File: config.mk
export PLATFORM = sky130hd
export DESIGN_NAME = chan_sel_reg
export DESIGN_NICKNAME = d
export VERILOG_FILES = /design/src/rtl/chan_sel_reg_pkg.sv /design/src/rtl/chan_sel_reg_rr.sv /design/src/rtl/chan_sel_reg.sv
export SDC_FILE = /design/constraint.sdc
export NUM_CORES = 1
export LEC_CHECK = 0
export ABC_AREA = 1
export BUFFER_PORTS_ARGS = -buffer_cell sky130_fd_sc_hd__buf_2
export CELL_PAD_IN_SITES_DETAIL_PLACEMENT = 2
export CELL_PAD_IN_SITES_GLOBAL_PLACEMENT = 2
export CORE_MARGIN = 4
export CORE_UTILIZATION = 24
export DETAILED_ROUTE_END_ITERATION = 8
export HOLD_SLACK_MARGIN = 0.08
export PLACE_DENSITY = 0.84
export SLEW_MARGIN = 20
export SYNTH_ARGS = -nofsm -noshare
export SYNTH_HDL_FRONTEND = slang
export SYNTH_SLANG_ARGS = --single-unit
File: constraint.sdc
create_clock -name CLK -period 3.7 [get_ports CLK]
set_input_delay 0.925 -clock CLK [delete_from_list [all_inputs] [get_ports CLK]]
set_output_delay 0.925 -clock CLK [all_outputs]
set_load 0.1 [all_outputs]
File: src/rtl/chan_sel_reg_pkg.sv
// Shared definitions for the CH-way registered channel selector.
// Latency: n/a (types, constants and elaboration-time helpers only).
// Backpressure: n/a.
//
// Contents: mode encodings, select-width derivation, and the bit offset
// of channel k inside the flattened per-channel data bus.
package chan_sel_reg_pkg;

  localparam logic MODE_DIRECT = 1'b0;
  localparam logic MODE_RR     = 1'b1;

  // Width of a channel index. CH is at least 2, so the result is at least 1.
  function automatic int sel_width(input int ch);
    return (ch > 2) ? $clog2(ch) : 1;
  endfunction

  // LSB position of channel k in a bus of CH channels of n bits each.
  function automatic int chan_lsb(input int k, input int n);
    return k * n;
  endfunction

endpackage

File: src/rtl/chan_sel_reg_rr.sv
// Round-robin request scanner: finds the first requester at or after ptr.
// Latency: purely combinational, no state (the pointer is owned by the caller).
// Backpressure: en = 0 suppresses gnt; idx/any still report the candidate.
//
// Ports:
//   req [CH]  per-channel request       ptr [PW]  scan start channel (< CH)
//   en        allow a grant this cycle  gnt [CH]  one-hot grant, or zero
//   idx [PW]  winning channel index     any       a requester was found
module rr_arbiter
  import chan_sel_reg_pkg::*;
#(
  parameter int CH = 4,
  parameter int PW = sel_width(CH)
) (
  input  logic [CH-1:0] req,
  input  logic [PW-1:0] ptr,
  input  logic          en,
  output logic [CH-1:0] gnt,
  output logic [PW-1:0] idx,
  output logic          any
);

  logic          hit;
  logic [PW-1:0] hit_idx;
  logic [PW-1:0] scan;

  // Walk ptr, ptr+1, ... (mod CH); the first asserted request wins.
  always_comb begin
    hit     = 1'b0;
    hit_idx = '0;
    scan    = '0;
    for (int i = 0; i < CH; i++) begin
      scan = PW'((int'(ptr) + i) % CH);
      if (!hit && req[scan]) begin
        hit     = 1'b1;
        hit_idx = scan;
      end
    end
  end

  always_comb begin
    gnt = '0;
    if (en && hit) begin
      gnt[hit_idx] = 1'b1;
    end
  end

  assign idx = hit_idx;
  assign any = hit;

endmodule

File: src/rtl/chan_sel_reg.sv
// CH-way channel selector (explicit select or round-robin) with a registered output.
// Latency: 1 cycle from the GNT cycle to out_vld; sustains 1 word per cycle.
// Backpressure: out_vld & !out_rdy blocks grants and freezes out, out_ch and rr_ptr.
//
// Ports:
//   CLK, CLR        clock (rising) / asynchronous active-high reset
//   D [CH*N]        flattened channel data, channel k = D[k*N +: N]
//   REQ [CH]        per-channel data valid
//   MODE            0 = select by SEL, 1 = round-robin over REQ
//   SEL [SELW]      channel used in select mode (values >= CH never grant)
//   EN              global grant enable
//   GNT [CH]        one-hot grant in the load cycle; producer treats it as consumed
//   out [N], out_vld, out_ch [SELW]   held word, its valid and source channel
//   out_rdy         downstream accepts out when out_vld & out_rdy
module chan_sel_reg
  import chan_sel_reg_pkg::*;
#(
  parameter int N    = 5,
  parameter int CH   = 4,
  parameter int SELW = sel_width(CH)
) (
  input  logic                CLK,
  input  logic                CLR,
  input  logic [CH*N-1:0]     D,
  input  logic [CH-1:0]       REQ,
  input  logic                MODE,
  input  logic [SELW-1:0]     SEL,
  input  logic                EN,
  output logic [CH-1:0]       GNT,
  output logic [N-1:0]        out,
  output logic                out_vld,
  output logic [SELW-1:0]     out_ch,
  input  logic                out_rdy
);

  logic [N-1:0]    out_q, out_d;
  logic            out_vld_q, out_vld_d;
  logic [SELW-1:0] out_ch_q, out_ch_d;
  logic [SELW-1:0] rr_ptr_q, rr_ptr_d;

  logic            space;
  logic            grant_ok;
  logic            rr_mode;

  logic [CH-1:0]   arb_gnt;
  logic [SELW-1:0] arb_idx;
  logic            arb_any;

  logic            dir_any;
  logic [CH-1:0]   dir_gnt;

  logic            cand_any;
  logic [SELW-1:0] cand_idx;
  logic            load;

  logic [N-1:0]    chan_dat [CH];

  for (genvar k = 0; k < CH; k++) begin : g_chan
    assign chan_dat[k] = D[chan_lsb(k, N) +: N];
  end

  // The register can take a new word if it is empty or being drained now.
  // CLR also masks grants so GNT reads zero for the whole reset interval.
  assign space    = !out_vld_q || out_rdy;
  assign grant_ok = EN && space && !CLR;
  assign rr_mode  = (MODE == MODE_RR);

  rr_arbiter #(
    .CH (CH),
    .PW (SELW)
  ) u_rr (
    .req (REQ),
    .ptr (rr_ptr_q),
    .en  (grant_ok && rr_mode),
    .gnt (arb_gnt),
    .idx (arb_idx),
    .any (arb_any)
  );

  // Select mode: SEL beyond the last channel (CH not a power of 2) is never a candidate.
  always_comb begin
    dir_any = 1'b0;
    dir_gnt = '0;
    if (int'(SEL) < CH) begin
      dir_any = REQ[SEL];
    end
    if (grant_ok && !rr_mode && dir_any) begin
      dir_gnt[SEL] = 1'b1;
    end
  end

  assign cand_any = rr_mode ? arb_any : dir_any;
  assign cand_idx = rr_mode ? arb_idx : SEL;
  assign load     = grant_ok && cand_any;
  assign GNT      = rr_mode ? arb_gnt : dir_gnt;

  always_comb begin
    out_d     = out_q;
    out_vld_d = out_vld_q;
    out_ch_d  = out_ch_q;
    rr_ptr_d  = rr_ptr_q;
    if (load) begin
      out_d     = chan_dat[cand_idx];
      out_ch_d  = cand_idx;
      out_vld_d = 1'b1;
      // Fairness: next scan starts just past the channel served now.
      if (rr_mode) begin
        rr_ptr_d = (int'(cand_idx) == CH - 1) ? '0 : cand_idx + 1'b1;
      end
    end else if (out_vld_q && out_rdy) begin
      out_vld_d = 1'b0;
    end
  end

  always_ff @(posedge CLK or posedge CLR) begin
    if (CLR) begin
      out_q     <= '0;
      out_vld_q <= 1'b0;
      out_ch_q  <= '0;
      rr_ptr_q  <= '0;
    end else begin
      out_q     <= out_d;
      out_vld_q <= out_vld_d;
      out_ch_q  <= out_ch_d;
      rr_ptr_q  <= rr_ptr_d;
    end
  end

  assign out     = out_q;
  assign out_vld = out_vld_q;
  assign out_ch  = out_ch_q;

endmodule

Yosys cells after proc, flatten, opt, wreduce, memory -nomap -nowiden. Index checks and enable logic that the tools add are counted.

Register bits: 10. Input port bits: 31. Output and inout bits: 12. Logic and storage cells: 74.

Add/sub/neg operators: 4. Magnitude comparators: 9. Equal/unequal tests: 1. Muxes and demuxes: 33. Bitwise logic cells: 1. Reductions and logical operators: 22.

Operators by type and width (number): $lt 2x3->1 const B (6); $mux 1 (14); $logic_and 1x1->1 (13); $mux 2 (6); $mux 4 (3); $bmux 1 s2 (5); $bmux 5 s2 (1); $mux 5 (2); $logic_not 1->1 (6); $add 2x1->2 const B (2); $add 2x2->2 const B (2); $demux 1 s2 (2); $ge 2x1->1 const B (2); $ge 3x3->1 const B (1); $not 2->3 (1); $eq 2x1->1 const B (1); $reduce_and 2->1 (1); $reduce_bool 2->1 (1); $logic_or 1x1->1 (1).

Depth between registers and ports, before layout.
Depth after elaboration: 18. Mapped depth: 17. Depth with buffers taken out: 16.

By module. A second synthesis with hierarchy kept.

Cell total of the unflattened synthesis: 199. Area total of the unflattened synthesis: 1244.9 sq um.

Modules (own cells, without submodules): chan_sel_reg (times used 1, cells an instance 132, area each 890.9 sq um, sequential area each 250.2 sq um); rr_arbiter (times used 1, cells an instance 67, area each 354.1 sq um, sequential area each 0.0 sq um).

Worst setup path before layout. No wires, ideal clock.

Kind: input-to-output. Start: input CLR. End: output GNT[3]. Arrival time: 3953 ps. Required time: 2775 ps. Slack: -1178 ps. Stages on the path: 6. Path buffers: 0. Cell sequence: inv_1 o211a_1 o21ai_0 nor2_1 o311ai_1 o31ai_1.

Cells in the longest elaborated chain, start to end: 6. Elaborated cells between the ends (all ways): 9. Those cells by class: mux (3); reduce/logical (6).

RTL lines: from (decl) (RTL line chan_sel_reg.sv:23) `input logic CLR,`; $logic_not 1->1 (no line) (*); $logic_and 1x1->1 (*) (RTL line chan_sel_reg.sv:65) `assign grant_ok = EN && space && !CLR;`; $logic_and 1x1->1 (on tied branches) (RTL line chan_sel_reg.sv:87, chan_sel_reg.sv:74); $logic_and 1x1->1 (on tied branches) (RTL line chan_sel_reg.sv:87, chan_sel_reg_rr.sv:43); $mux 4 (on tied branches) (RTL line chan_sel_reg.sv:87, chan_sel_reg_rr.sv:43); $mux 4 (*) (RTL line chan_sel_reg.sv:95) `assign GNT = rr_mode ? arb_gnt : dir_gnt;`; to (decl) (RTL line chan_sel_reg.sv:29) `output logic [CH-1:0] GNT,`.

Mark *: on every way between the ends. The rest lies on a longest branch, timed or not.

Final worst setup path.
Start: input REQ[3]. End: output GNT[3].

Cells in the longest elaborated chain, start to end: 18. Elaborated cells between the ends (all ways): 34. Those cells by class: order compare (2); mux (23); reduce/logical (9).

RTL lines: from (decl) (RTL line chan_sel_reg.sv:25) `input logic [CH-1:0] REQ,`; $bmux 1 s2 (RTL line chan_sel_reg_rr.sv:34) `if (!hit && req[scan]) begin`; $mux 1 (implied by the code) (RTL line chan_sel_reg_rr.sv:34); $mux 1 (RTL line chan_sel_reg_rr.sv:34); $logic_not 1->1 (RTL line chan_sel_reg_rr.sv:34); $logic_and 1x1->1 (RTL line chan_sel_reg_rr.sv:34); $mux 1 (RTL line chan_sel_reg_rr.sv:34); $logic_not 1->1 (RTL line chan_sel_reg_rr.sv:34); $logic_and 1x1->1 (RTL line chan_sel_reg_rr.sv:34); (+2 left out); $logic_and 1x1->1 (RTL line chan_sel_reg_rr.sv:34); $mux 2 (RTL line chan_sel_reg_rr.sv:34); $lt 2x3->1 (implied by the code) or $ge 2x1->1 (tied branches) (RTL line chan_sel_reg_rr.sv:44) `gnt[hit_idx] = 1'b1;`; $logic_and 1x1->1 (implied by the code) (RTL line chan_sel_reg_rr.sv:44); $mux 1 (implied by the code) (RTL line chan_sel_reg_rr.sv:44); $demux 1 s2; $mux 4 (RTL line chan_sel_reg_rr.sv:43) `if (en && hit) begin`; $mux 4 (*) (RTL line chan_sel_reg.sv:95).

Mark *: on every way between the ends. The rest lies on a longest branch, timed or not. The select of a mux whose other input is x is not followed.

==> impl_metrics.prom <==
# TYPE chip_impl_metric gauge
chip_impl_info{name="run_status",value="complete, no violations"} 1
chip_impl_metric{name="post_syn_instances",unit=""} 182
chip_impl_metric{name="timing.clock.skew",unit="ps"} 3.24
chip_impl_metric{name="final-instance-count-excl-fill",unit=""} 275
chip_impl_metric{name="finish.utilization",unit=""} 0.342
chip_impl_metric{name="seq_area",unit="sq um"} 250
chip_impl_info{name="worst-setup-path-type",value="input port to output port"} 1
chip_impl_metric{name="dp.cells",unit=""} 271
chip_impl_metric{name="maxClockFrequency",unit="GHz"} 0.294
chip_impl_metric{name="latest_clock_arrival_within_the_worst_skew_pair",unit="ps"} 230
chip_impl_metric{name="hold_viol_final",unit=""} 0
chip_impl_metric{name="h-tree-depth",unit=""} 1
chip_impl_info{name="postSynth.topFlopCell",value="sky130_fd_sc_hd__dfrtp_1"} 1
chip_impl_metric{name="dieHeight",unit="um"} 73.5
chip_impl_metric{name="grt_first_pass_wirelength",unit="um"} 6620
chip_impl_metric{name="worst_endpoint_required_time",unit="ps"} 2770
chip_impl_metric{name="cell_area_after_layout",unit="sq um"} 1400
chip_impl_metric{name="multi_input_comb_area",unit="sq um"} 652
chip_impl_metric{name="grt_use_total",unit=""} 0.154
chip_impl_metric{name="antenna_left",unit=""} 0
chip_impl_metric{name="numCtsBuffers",unit=""} 3
chip_impl_info{name="clockRootBuffer",value="sky130_fd_sc_hd__clkbuf_8"} 1
chip_impl_metric{name="grt_antenna_before_repair",unit=""} 0
chip_impl_info{name="startpoint_type",value="input port"} 1
chip_impl_metric{name="synth_warnings",unit=""} 0
chip_impl_metric{name="ys_types",unit=""} 22
chip_impl_metric{name="max_cap_violations",unit=""} 0
chip_impl_metric{name="starting_drt_drc_count",unit=""} 80
chip_impl_info{name="r2r_end",value="out[1]$_DFFE_PP0P_"} 1
chip_impl_metric{name="crit_path_max_fanout",unit=""} 4
chip_impl_info{name="cell_type_contributing_the_most_total_cell_area_after_synthesis",value="sky130_fd_sc_hd__nand2_1"} 1
chip_impl_metric{name="placeableCoreArea",unit="sq um"} 4090
chip_impl_metric{name="post-route-min-period",unit="ps"} 3400
chip_impl_info{name="synth.most_common_cell",value="sky130_fd_sc_hd__nand2_1"} 1
chip_impl_metric{name="grt_max_degree",unit=""} 13
chip_impl_metric{name="power.ir.vdd_worst",unit="mV"} 0.210
chip_impl_metric{name="worst-path-buf-inv",unit=""} 3
chip_impl_metric{name="setup_viol",unit=""} 0
chip_impl_info{name="rsz_0062_raised_after_global_routing",value="no"} 1
chip_impl_info{name="min-delay-path-class",value="register to register"} 1
chip_impl_metric{name="post_cts_hold_buffer_count",unit=""} 0
chip_impl_metric{name="average_size_of_a_mapped_cell",unit="sq um"} 5.65
chip_impl_metric{name="postPlaceCellArea",unit="sq um"} 1340
chip_impl_metric{name="route.final.wire_length",unit="um"} 3980
chip_impl_metric{name="vias_per_cell",unit=""} 4.70
chip_impl_metric{name="worstRegToRegCells",unit=""} 16
chip_impl_metric{name="synthDominantCellAreaShare",unit=""} 0.299
chip_impl_metric{name="finalHoldWorstSlack",unit="ps"} 493
chip_impl_info{name="regToRegStartpoint",value="rr_ptr_q[0]$_DFFE_PP0P_"} 1
chip_impl_metric{name="synth_area",unit="sq um"} 1030
chip_impl_metric{name="antennaDiodeCount",unit=""} 0
chip_impl_metric{name="critical_path.max_stage_delay",unit="ps"} 220
chip_impl_metric{name="gpl.final_weighted_congestion",unit=""} 0.814
chip_impl_metric{name="post_cts_buffers",unit=""} 0
chip_impl_info{name="tritoncts",value="done"} 1
chip_impl_metric{name="avgRoutedWirePerCell",unit="um"} 14.5
chip_impl_metric{name="worstHoldPathCells",unit=""} 2
chip_impl_metric{name="layout_cell_share_with_drive_strength_beyond_1",unit=""} 0.289
chip_impl_info{name="setup.worst_path.start",value="REQ[3]"} 1
chip_impl_metric{name="synth_edf_count",unit=""} 0
chip_impl_metric{name="overall_die_area",unit="sq um"} 5400
chip_impl_metric{name="io_pins",unit=""} 43
chip_impl_info{name="crit_path_top_delay_cell",value="sky130_fd_sc_hd__buf_12"} 1
chip_impl_metric{name="drcViolationCount",unit=""} 0
chip_impl_metric{name="static-leakage-power",unit="nW"} 0.847
chip_impl_info{name="synth.top_cells.by_count",value="82 x sky130_fd_sc_hd__nand2_1, 26 x sky130_fd_sc_hd__nand3_1, 21 x sky130_fd_sc_hd__inv_1, 10 x sky130_fd_sc_hd__dfrtp_1, 7 x sky130_fd_sc_hd__nand2_2"} 1
chip_impl_metric{name="largest_buffer_count_on_any_clock_path",unit=""} 2
chip_impl_info{name="synth_area_leaders",value="sky130_fd_sc_hd__nand2_1 30%, sky130_fd_sc_hd__dfrtp_1 24%, sky130_fd_sc_hd__nand3_1 13%, sky130_fd_sc_hd__inv_1 7.7%, sky130_fd_sc_hd__nand2_2 4.3%"} 1
chip_impl_metric{name="route.vias.total",unit=""} 1293
chip_impl_metric{name="worst_slew_pin_slew",unit="ps"} 708
chip_impl_info{name="critPathTopFamily",value="simple AND/OR/NAND/NOR gates"} 1
chip_impl_metric{name="port_buffers",unit=""} 42
chip_impl_metric{name="syn-num-nets",unit=""} 213
chip_impl_metric{name="power.density",unit="nW/um^2"} 940
chip_impl_metric{name="area.growth.synth_to_final",unit="%"} 36.0
chip_impl_metric{name="cts.sinks",unit=""} 10
chip_impl_info{name="crit_path_end",value="GNT[3]"} 1
chip_impl_metric{name="slew_viol_final",unit=""} 0
chip_impl_metric{name="dpl.hpwl",unit="um"} 3050
chip_impl_metric{name="grt_pass1_vias",unit=""} 1364
chip_impl_metric{name="firstDrtPassIters",unit=""} 4
chip_impl_metric{name="clk_transition_reported_paths",unit="ps"} 50
chip_impl_metric{name="r2r_setup_slack",unit="ps"} 1210
chip_impl_info{name="timing.critical_path.to_type",value="output port"} 1
chip_impl_metric{name="synth-seq-area-share",unit=""} 0.243
chip_impl_metric{name="synth.ff_latch_count",unit=""} 10
chip_impl_metric{name="start_util",unit=""} 0.252
chip_impl_info{name="crit_path_cell_trace",value="buf_2 > inv_1 > nand2_2 > nand3_1 > nand2_2 > nor2_1 > nor2_1 > nand2_2 > nand2_1 > nor2_1 > nand3_1 > o31ai_2 > buf_12"} 1
chip_impl_metric{name="critPathArrivalTime",unit="ps"} 2470
chip_impl_metric{name="fp.dieW",unit="um"} 73.5
chip_impl_metric{name="cp_num_cells",unit=""} 13
chip_impl_metric{name="num-fill-cells",unit=""} 535
chip_impl_metric{name="cts_resized",unit=""} 0
chip_impl_metric{name="grt_overflow_total",unit=""} 0
chip_impl_metric{name="period_share",unit=""} 0.918
chip_impl_metric{name="row_count",unit=""} 23
chip_impl_metric{name="maxSlewHeadroom",unit=""} 0.521
chip_impl_metric{name="async_s_r_ff_share_synth",unit=""} 1.00
chip_impl_metric{name="finish.net_count",unit=""} 257
==> per-layer routing <==
metal  wire (um)  GRT usage  up-vias
met2        1950      0.262       22
met3         110     0.0123        2
met4          17     0.0241        0
met5           0          0        -
li1            -          -      657
met1        1900      0.214      612
==> report_power, final <==
| group | internal [mW] | leakage, nW | total [mW] | switching, mW |
|---|---|---|---|---|
| Sequential | 0.158 | 0.123 | 0.211 | 0.0530 |
| Combinational | 0.224 | 0.695 | 0.969 | 0.746 |
| Clock | 0.0934 | 0.0288 | 0.135 | 0.0413 |
==> worst min-delay path: stages (launching register included) <==
cell and delay (ps):
sky130_fd_sc_hd__dfrtp_1 340, sky130_fd_sc_hd__nand2_1 60, sky130_fd_sc_hd__nand2_1 60
==> registers in the layout (all words and copies together), names as in the netlist <==
signal    flops
out           5
out_vld       1
out_ch        2
rr_ptr_q      2
==> worst min-delay path by stage <==
stage	start	to	slack [ps]
6_report	out[3]$_DFFE_PP0P_	out[3]$_DFFE_PP0P_	490
5_1_grt	out[3]$_DFFE_PP0P_	out[3]$_DFFE_PP0P_	550
4_1_cts	out[3]$_DFFE_PP0P_	out[3]$_DFFE_PP0P_	500
3_5_place_dp	out[4]$_DFFE_PP0P_	out[4]$_DFFE_PP0P_	480
3_3_place_gp	out[4]$_DFFE_PP0P_	out[4]$_DFFE_PP0P_	470
2_1_floorplan	rr_ptr_q[0]$_DFFE_PP0P_	rr_ptr_q[0]$_DFFE_PP0P_	560
==> placed cells by master, fill, tap and decap left out, types with 2 or more instances in the layout <==
cell type                  count
sky130_fd_sc_hd__o21ai_1       5
sky130_fd_sc_hd__buf_12        4
sky130_fd_sc_hd__o21ai_0       2
sky130_fd_sc_hd__buf_2        38
sky130_fd_sc_hd__nand3_2       2
sky130_fd_sc_hd__o22ai_1       3
sky130_fd_sc_hd__nand2_1      82
sky130_fd_sc_hd__clkbuf_8      4
sky130_fd_sc_hd__nand3_1      26
sky130_fd_sc_hd__inv_2         6
sky130_fd_sc_hd__a21oi_1       2
sky130_fd_sc_hd__dfrtp_1      10
sky130_fd_sc_hd__nor2_1        5
sky130_fd_sc_hd__inv_1        21
sky130_fd_sc_hd__nand2_2       7
==> per-stage QoR <==
step / power [mW] / setup TNS (ps) / setup WS, ps
floorplan: 0.970 / -1460 / -411
global placement: 1.14 / 0 / 335
detailed placement: 1.16 / 0 / 335
CTS: 1.33 / 0 / 303
global route: 1.43 / 0 / 92.3
finish: 1.31 / 0 / 302
==> kinds of logic after synthesis <==
logic type / after synthesis / share of synthesized area
simple gates: 126 / 0.541
compound gates: 15 / 0.0876
buf+inv: 31 / 0.128
flops: 10 / 0.243
==> final cells by class <==
type,instances,area share
inverter,27,0.0725
sequential,10,0.179
clock buffer,4,0.0394
multi-input combinational,141,0.466
timing repair buffer,43,0.199
tap,50,0.0447
No activity file was read; power rests on OpenSTA's default activity.
